### src/rtl/eth_mdio_pkg.sv
// Shared definitions for the clause-22 MDIO responder: FSM encoding, opcodes
// and frame field widths.
package eth_mdio_pkg;

    typedef enum logic [2:0] {
        S_IDLE,
        S_ST,
        S_OP,
        S_PHYAD,
        S_REGAD,
        S_TA,
        S_DATA,
        S_SKIP
    } mdio_state_t;

    localparam logic [1:0] OP_WRITE = 2'b01;
    localparam logic [1:0] OP_READ  = 2'b10;
    localparam logic [1:0] TA_WRITE = 2'b10;

    localparam int PHYAD_W = 5;
    localparam int REGAD_W = 5;
    localparam int DATA_W  = 16;

    // A frame addressed to another PHY still owns the bus for TA plus DATA.
    localparam int SKIP_BITS = 2 + DATA_W;

    function automatic logic op_valid(input logic [1:0] op);
        return (op == OP_WRITE) || (op == OP_READ);
    endfunction

endpackage

### src/rtl/eth_mdio_sync.sv
// Multi-flop synchronizer with registered previous value, giving a level plus
// single-Clk rise/fall pulses for an asynchronous pad input.
module eth_mdio_sync #(
    parameter int STAGES = 2
) (
    input  logic i_clk,
    input  logic i_rst,
    input  logic i_d,
    output logic o_sync,
    output logic o_rise,
    output logic o_fall
);

    logic [STAGES-1:0] r_sync;
    logic              r_prev;

    always_ff @(posedge i_clk or posedge i_rst) begin
        if (i_rst) begin
            r_sync <= '0;
            r_prev <= 1'b0;
        end else begin
            r_sync <= {r_sync[STAGES-2:0], i_d};
            r_prev <= r_sync[STAGES-1];
        end
    end

    assign o_sync = r_sync[STAGES-1];
    assign o_rise = r_sync[STAGES-1] & ~r_prev;
    assign o_fall = ~r_sync[STAGES-1] & r_prev;

endmodule

### src/rtl/eth_mdio_responder.sv
// PHY-side clause-22 MDIO responder: oversamples MDC/MDIO, decodes frames,
// strobes an external register bank and drives read data back on MDIO.
module eth_mdio_responder
    import eth_mdio_pkg::*;
#(
    parameter int PREAMBLE_MIN = 32,
    parameter int SYNC_STAGES  = 2
) (
    input  logic        i_clk,
    input  logic        i_rst,
    input  logic        i_mdc,
    input  logic        i_mdio_in,
    output logic        o_mdio_out,
    output logic        o_mdio_oe,
    input  logic [4:0]  i_phy_addr,
    output logic [4:0]  o_reg_addr,
    output logic [15:0] o_reg_wr_data,
    output logic        o_reg_wr,
    output logic        o_reg_rd,
    input  logic [15:0] i_reg_rd_data,
    output logic        o_busy,
    output logic        o_frame_err
);

    localparam int              PRE_W   = $clog2(PREAMBLE_MIN + 2);
    localparam logic [PRE_W-1:0] PRE_MAX = PRE_W'(PREAMBLE_MIN);

    logic w_mdc_sync, w_mdc_rise, w_mdc_fall;
    logic w_bit, w_mdio_rise, w_mdio_fall;
    logic w_unused;

    eth_mdio_sync #(.STAGES(SYNC_STAGES)) u_sync_mdc (
        .i_clk  (i_clk),
        .i_rst  (i_rst),
        .i_d    (i_mdc),
        .o_sync (w_mdc_sync),
        .o_rise (w_mdc_rise),
        .o_fall (w_mdc_fall)
    );

    eth_mdio_sync #(.STAGES(SYNC_STAGES)) u_sync_mdio (
        .i_clk  (i_clk),
        .i_rst  (i_rst),
        .i_d    (i_mdio_in),
        .o_sync (w_bit),
        .o_rise (w_mdio_rise),
        .o_fall (w_mdio_fall)
    );

    assign w_unused = &{1'b0, w_mdc_sync, w_mdio_rise, w_mdio_fall};

    mdio_state_t        r_state, w_state_nxt;
    logic [4:0]         r_cnt, w_cnt_nxt;
    logic [PRE_W-1:0]   r_pre_cnt;
    logic               r_op0;
    logic               r_is_read;
    logic [PHYAD_W-1:0] r_phy;
    logic [REGAD_W-2:0] r_reg;
    logic               r_ta0;
    logic [DATA_W-1:0]  r_data;

    logic w_err, w_wr, w_rd, w_addr_upd, w_match;

    assign w_match = (r_phy == i_phy_addr);
    assign o_busy  = (r_state != S_IDLE);

    always_ff @(posedge i_clk or posedge i_rst) begin
        if (i_rst) begin
            r_state <= S_IDLE;
            r_cnt   <= '0;
        end else begin
            r_state <= w_state_nxt;
            r_cnt   <= w_cnt_nxt;
        end
    end

    // Every decision is taken on a sampled MDC rise; r_cnt is the bit index
    // within the current field.
    always_comb begin
        w_state_nxt = r_state;
        w_cnt_nxt   = r_cnt;
        w_err       = 1'b0;
        w_wr        = 1'b0;
        w_rd        = 1'b0;
        w_addr_upd  = 1'b0;
        if (w_mdc_rise) begin
            w_cnt_nxt = r_cnt + 5'd1;
            unique case (r_state)
                S_IDLE: begin
                    w_cnt_nxt = '0;
                    if (!w_bit && (r_pre_cnt >= PRE_MAX))
                        w_state_nxt = S_ST;
                end
                S_ST: begin
                    w_cnt_nxt = '0;
                    if (w_bit) begin
                        w_state_nxt = S_OP;
                    end else begin
                        w_err       = 1'b1;
                        w_state_nxt = S_IDLE;
                    end
                end
                S_OP: if (r_cnt == 5'd1) begin
                    w_cnt_nxt = '0;
                    if (op_valid({r_op0, w_bit})) begin
                        w_state_nxt = S_PHYAD;
                    end else begin
                        w_err       = 1'b1;
                        w_state_nxt = S_IDLE;
                    end
                end
                S_PHYAD: if (r_cnt == 5'(PHYAD_W - 1)) begin
                    w_cnt_nxt   = '0;
                    w_state_nxt = S_REGAD;
                end
                S_REGAD: if (r_cnt == 5'(REGAD_W - 1)) begin
                    w_cnt_nxt = '0;
                    if (w_match) begin
                        w_state_nxt = S_TA;
                        w_addr_upd  = 1'b1;
                        w_rd        = r_is_read;
                    end else begin
                        w_state_nxt = S_SKIP;
                    end
                end
                S_TA: if (r_cnt == 5'd1) begin
                    w_cnt_nxt = '0;
                    if (!r_is_read && ({r_ta0, w_bit} != TA_WRITE)) begin
                        w_err       = 1'b1;
                        w_state_nxt = S_IDLE;
                    end else begin
                        w_state_nxt = S_DATA;
                    end
                end
                S_DATA: if (r_cnt == 5'(DATA_W - 1)) begin
                    w_state_nxt = S_IDLE;
                    w_wr        = !r_is_read;
                end
                S_SKIP: if (r_cnt == 5'(SKIP_BITS - 1)) begin
                    w_state_nxt = S_IDLE;
                end
                default: w_state_nxt = S_IDLE;
            endcase
        end
    end

    always_ff @(posedge i_clk or posedge i_rst) begin
        if (i_rst) begin
            r_pre_cnt <= '0;
        end else if (r_state != S_IDLE) begin
            r_pre_cnt <= '0;
        end else if (w_mdc_rise) begin
            if (!w_bit)
                r_pre_cnt <= '0;
            else if (r_pre_cnt < PRE_MAX)
                r_pre_cnt <= r_pre_cnt + PRE_W'(1);
        end
    end

    always_ff @(posedge i_clk or posedge i_rst) begin
        if (i_rst) begin
            r_op0         <= 1'b0;
            r_is_read     <= 1'b0;
            r_phy         <= '0;
            r_reg         <= '0;
            r_ta0         <= 1'b0;
            r_data        <= '0;
            o_reg_addr    <= '0;
            o_reg_wr_data <= '0;
            o_reg_wr      <= 1'b0;
            o_reg_rd      <= 1'b0;
            o_frame_err   <= 1'b0;
            o_mdio_out    <= 1'b0;
            o_mdio_oe     <= 1'b0;
        end else begin
            o_reg_wr    <= w_wr;
            o_reg_rd    <= w_rd;
            o_frame_err <= w_err;

            if (w_mdc_rise) begin
                case (r_state)
                    S_OP: begin
                        if (r_cnt == 5'd0)
                            r_op0 <= w_bit;
                        else
                            r_is_read <= ({r_op0, w_bit} == OP_READ);
                    end
                    S_PHYAD: r_phy <= {r_phy[PHYAD_W-2:0], w_bit};
                    S_REGAD: begin
                        r_reg <= {r_reg[REGAD_W-3:0], w_bit};
                        if (w_addr_upd)
                            o_reg_addr <= {r_reg, w_bit};
                    end
                    S_TA: if (r_cnt == 5'd0) r_ta0 <= w_bit;
                    S_DATA: if (!r_is_read) begin
                        r_data <= {r_data[DATA_W-2:0], w_bit};
                        if (w_wr)
                            o_reg_wr_data <= {r_data[DATA_W-2:0], w_bit};
                    end
                    default: ;
                endcase
            end

            // Read data is captured one Clk after the request pulse.
            if (o_reg_rd)
                r_data <= i_reg_rd_data;

            // Pad changes only on MDC fall: TA second half drives 0, then
            // data MSB first; anything else releases the pad.
            if (w_mdc_fall) begin
                if ((r_state == S_TA) && r_is_read && (r_cnt == 5'd1)) begin
                    o_mdio_oe  <= 1'b1;
                    o_mdio_out <= 1'b0;
                end else if ((r_state == S_DATA) && r_is_read) begin
                    o_mdio_out <= r_data[DATA_W-1];
                    r_data     <= {r_data[DATA_W-2:0], 1'b0};
                end else begin
                    o_mdio_oe  <= 1'b0;
                    o_mdio_out <= 1'b0;
                end
            end
        end
    end

endmodule

### config.mk
export PLATFORM = sky130hd
export DESIGN_NAME = eth_mdio_responder
export DESIGN_NICKNAME = d
export VERILOG_FILES = /design/src/rtl/eth_mdio_pkg.sv /design/src/rtl/eth_mdio_sync.sv /design/src/rtl/eth_mdio_responder.sv
export SDC_FILE = /design/constraint.sdc
export NUM_CORES = 1
export LEC_CHECK = 0
export CORE_UTILIZATION = 54
export DETAILED_ROUTE_END_ITERATION = 12
export PLACE_DENSITY = 0.8
export RECOVER_POWER = 100
export SYNTH_ARGS = -nofsm -noshare
export SYNTH_HDL_FRONTEND = slang
export SYNTH_SLANG_ARGS = --single-unit
### constraint.sdc
create_clock -name i_clk -period 2.85 [get_ports i_clk]
set_clock_uncertainty 0.2 [all_clocks]
set_input_delay 0.4275 -clock i_clk [delete_from_list [all_inputs] [get_ports i_clk]]
set_output_delay 0.4275 -clock i_clk [all_outputs]
set_load 0.03 [all_outputs]
==> metrics.md <==
| Metric | Value |
|---|---|
| Outcome | `complete, but fails checks` |
| Failing checks | `max-capacitance violations, max-slew violations` |
| CTS root buffer | `clkbuf_8` |
| Post-synthesis instance total | `312` |
| RSZ-0062 raised after global routing | `false` |
| Clock buffer depth | `2` |
| Worst-margin pin slew | `between 1.5 and 2 ns` |
| Leading cell type in the layout, fill and taps excluded | `dfrtp_1` |
| Crit-path max FO | `17` |
| Post-Syn Area | `~0.0035 mm^2` |
| Post-DP HPWL | `~4.7 mm` |
| CP startpoint | `r_state[0]` |
| # setup viols final | `0` |
| Crit share post-route | `91.1%` |
| CTS tree | `done` |
| Crit start category | `flip-flop` |
| Total global-route track usage | `roughly a quarter` |
| Achievable Freq | `a little under 400 MHz` |
| CP Cell Sequence | `nor3_1 -> inv_1 -> clkdlybuf4s50_1` |
| DIE AREA | `approximately 0.0068 mm^2` |
| Initial antenna violation count | `0` |
| Area Overhead vs Synth | `21.8%` |
| Yosys warning count | `0` |
| Fin crit period | `about 2.6 ns` |
| Max incr delay on CP | `around 0.60 ns` |
| Clock Latency Late Sink | `about 0.34 ns` |
| Row count | `28` |
| Power Total | `~3.8 mW` |
| Ratio of cells with drive above 1 in the final layout | `between 10 and 15%` |
| Ys flop type | `dfrtp_1` |
| Die Ht | `between 80 and 90 um` |
| Syn Nets | `between 300 and 400` |
| Largest net degree at the start of global routing | `between 70 and 80` |
| Synth cell types | `54` |
| Post-cts resize count | `0` |
| Crit end category | `output port` |
| Met1 Wirelength | `3.21 mm` |
| Slew Viols, Final | `74` |
| H-tree depth | `3` |
| Drt initial violations | `237` |
| Synth area leader | `dfrtp_1` |
| CP Capture Point | `o_busy` |
| Clk sinks | `between 70 and 80` |
| Register bit total from synthesis | `between 70 and 80` |
| Synth async-reset ratio | `between 90% and 100%` |
| Hold Fails Final Rpt | `0` |
| Max_slew headroom | `-18.0%` |
| Largest regs | `o_reg_wr_data: 16 flops, r_data: 16 flops, r_pre_cnt: 6 flops` |
| Post-DR wirelength/cell | `15.9 um` |
| CTS Buf Count | `9` |
| Core area | `approximately 0.0061 mm^2` |
| Crit path setup slack, layout | `0.255 ns` |
| Die width | `between 80 and 90 um` |
| Worst Hold Class | `flip-flop to flip-flop` |
| Leakage | `approximately 2.0 nW` |
| Setup TNS Final | `0 ns` |
| Initial cell density of the core | `approximately 57%` |
| Highest metal used | `met4` |
| Synth area leaders | `dfrtp_1, mux2_2, a22oi_1` |
| Final antenna-violating net count | `0` |
| VDD IR-drop max | `~0.00052 V` |
| RR Endpoint | `r_data[15]` |
| Pwr Density | `between 800 and 900 mW/mm^2` |
| Routed via count | `between 2000 and 3000` |
| Seq/Total Area, Yosys | `a little over half` |
| DR DRC count | `0` |
| Post-layout net count | `398` |
| I/O pins | `52` |
| Worst EP required | `about 2.2 ns` |
| Worst path arrival time | `slightly below 2 ns` |
| Number of port buffers | `51` |
| Post-synth top area share | `around 52%` |
| Post-CTS Hold Buffers | `0` |
| Vias per inst | `between 5 and 6` |
| Post-place setup slack | `~0.41 ns` |
| WL met2 | `approximately 3.3 mm` |
| First-pass GRT wire length | `about 12 mm` |
| Worst Reg-to-Reg Cells | `6` |
| Gr ovfl total | `0` |
| Drt pass-1 iters | `5` |
| Vias in the first global route | `between 2000 and 2500` |
| Filler instances | `about 480` |
| Clock transition at path regs | `around 0.08 ns` |
| Routed length on met3 | `between 400 and 500 um` |
| Commonest non-fill, non-tap cells in the layout | `dfrtp_1, dlygate4sd3_1, o21ai_0, a22oi_1` |
| Syn Area/Cell | `around 11 um^2` |
| Max Cap Violations | `1` |
| Setup bufs post-CTS | `0` |
| Total wire length | `7.07 mm` |
| Setup CP Type | `flip-flop to output port` |
| Slowest CP cell | `clkdlybuf4s50_1` |
| Worst r2r src | `r_state[0]` |
| Ant diodes | `0` |
| EDFF count, synth | `0` |
| Reg2Reg Setup Slack | `around 0.43 ns` |
| GPL Wtd Cong | `about 0.84` |
[cell type report]
type / count / area (um^2) / share of cell area [%]
timing repair buffer: 58 / 553 / 13.0
tap: 75 / 93.8 / 2.20
inverter: 15 / 56.3 / 1.32
clock inverter: 7 / 126 / 2.97
clock buffer: 9 / 124 / 2.91
sequential: 73 / 1830 / 42.9
multi-input combinational: 209 / 1480 / 34.7
[how the worst min path moves through the flow]
stage / startpoint / depth (start not counted) / to
floorplan: u_sync_mdc.r_sync[0] / 0 / u_sync_mdc.r_sync[1]
global placement: u_sync_mdio.r_sync[0] / 0 / u_sync_mdio.r_sync[1]
detailed placement: u_sync_mdio.r_sync[0] / 0 / u_sync_mdio.r_sync[1]
CTS: u_sync_mdio.r_sync[0] / 0 / u_sync_mdio.r_sync[1]
global route: u_sync_mdio.r_sync[0] / 0 / u_sync_mdio.r_sync[1]
finish: u_sync_mdio.r_sync[0] / 0 / u_sync_mdio.r_sync[1]
[through the flow]
stage | cells | instance area [um^2] | hold slack (ns) | utilization (%)
after floorplan | 312 | 3500 | 0.131 | -
after global placement | 430 | 4090 | 0.133 | 67.1
after detailed placement | 430 | 4090 | 0.140 | 67.1
after CTS | 446 | 4340 | 0.159 | 71.2
after global routing | 446 | 4260 | 0.170 | 69.9
final | 446 | 4260 | 0.155 | 69.9
[per-layer routing]
| metal | vias to the layer above | GRT usage [%] |
|---|---|---|
| met5 | - | 0 |
| met4 | 0 | 9.82 |
| met3 | 14 | 6.48 |
| met2 | 88 | 33.5 |
| met1 | 1285 | 33.7 |
| li1 | 1235 | - |
[report_power, final]
| group | internal, mW | switching (mW) |
|---|---|---|
| combinational | 0.523 | 0.611 |
| clock | 0.592 | 0.418 |
| sequential | 1.34 | 0.324 |
[synthesized netlist by cell type, drive strengths merged, types with 2 or more instances]
cell	n
a41oi	2
ha	7
inv	15
nor2b	2
a31oi	4
and3	2
a22oi	25
xor2	5
nand3	8
nand4	2
dfrtp	73
and3b	2
nand2	25
o22ai	2
nor3	11
xnor2	4
nand2b	3
buf	13
o21ai	26
mux2	32
clkbuf	2
a22o	2
o31ai	2
a21oi	8
nor2	18
[cell families (layout without fill, tap and decap cells)]
group,after synthesis,count (layout),share of synthesized area (%)
flops,73,73,52.2
simple gates,81,81,13.2
buf+inv,30,89,3.94
xor+xnor,9,9,2.25
compound gates,80,80,14.9
fa+ha+maj,7,7,2.50
mux,32,32,10.9
[worst max-delay path: cells and delay by family, from the launching register on]
family | cells | cell delay, ns
and+or+nand+nor | 1 | 0.38
buffers and inverters | 2 | 0.70
DFF | 1 | 0.54
Power figures use the tool's default switching activity.
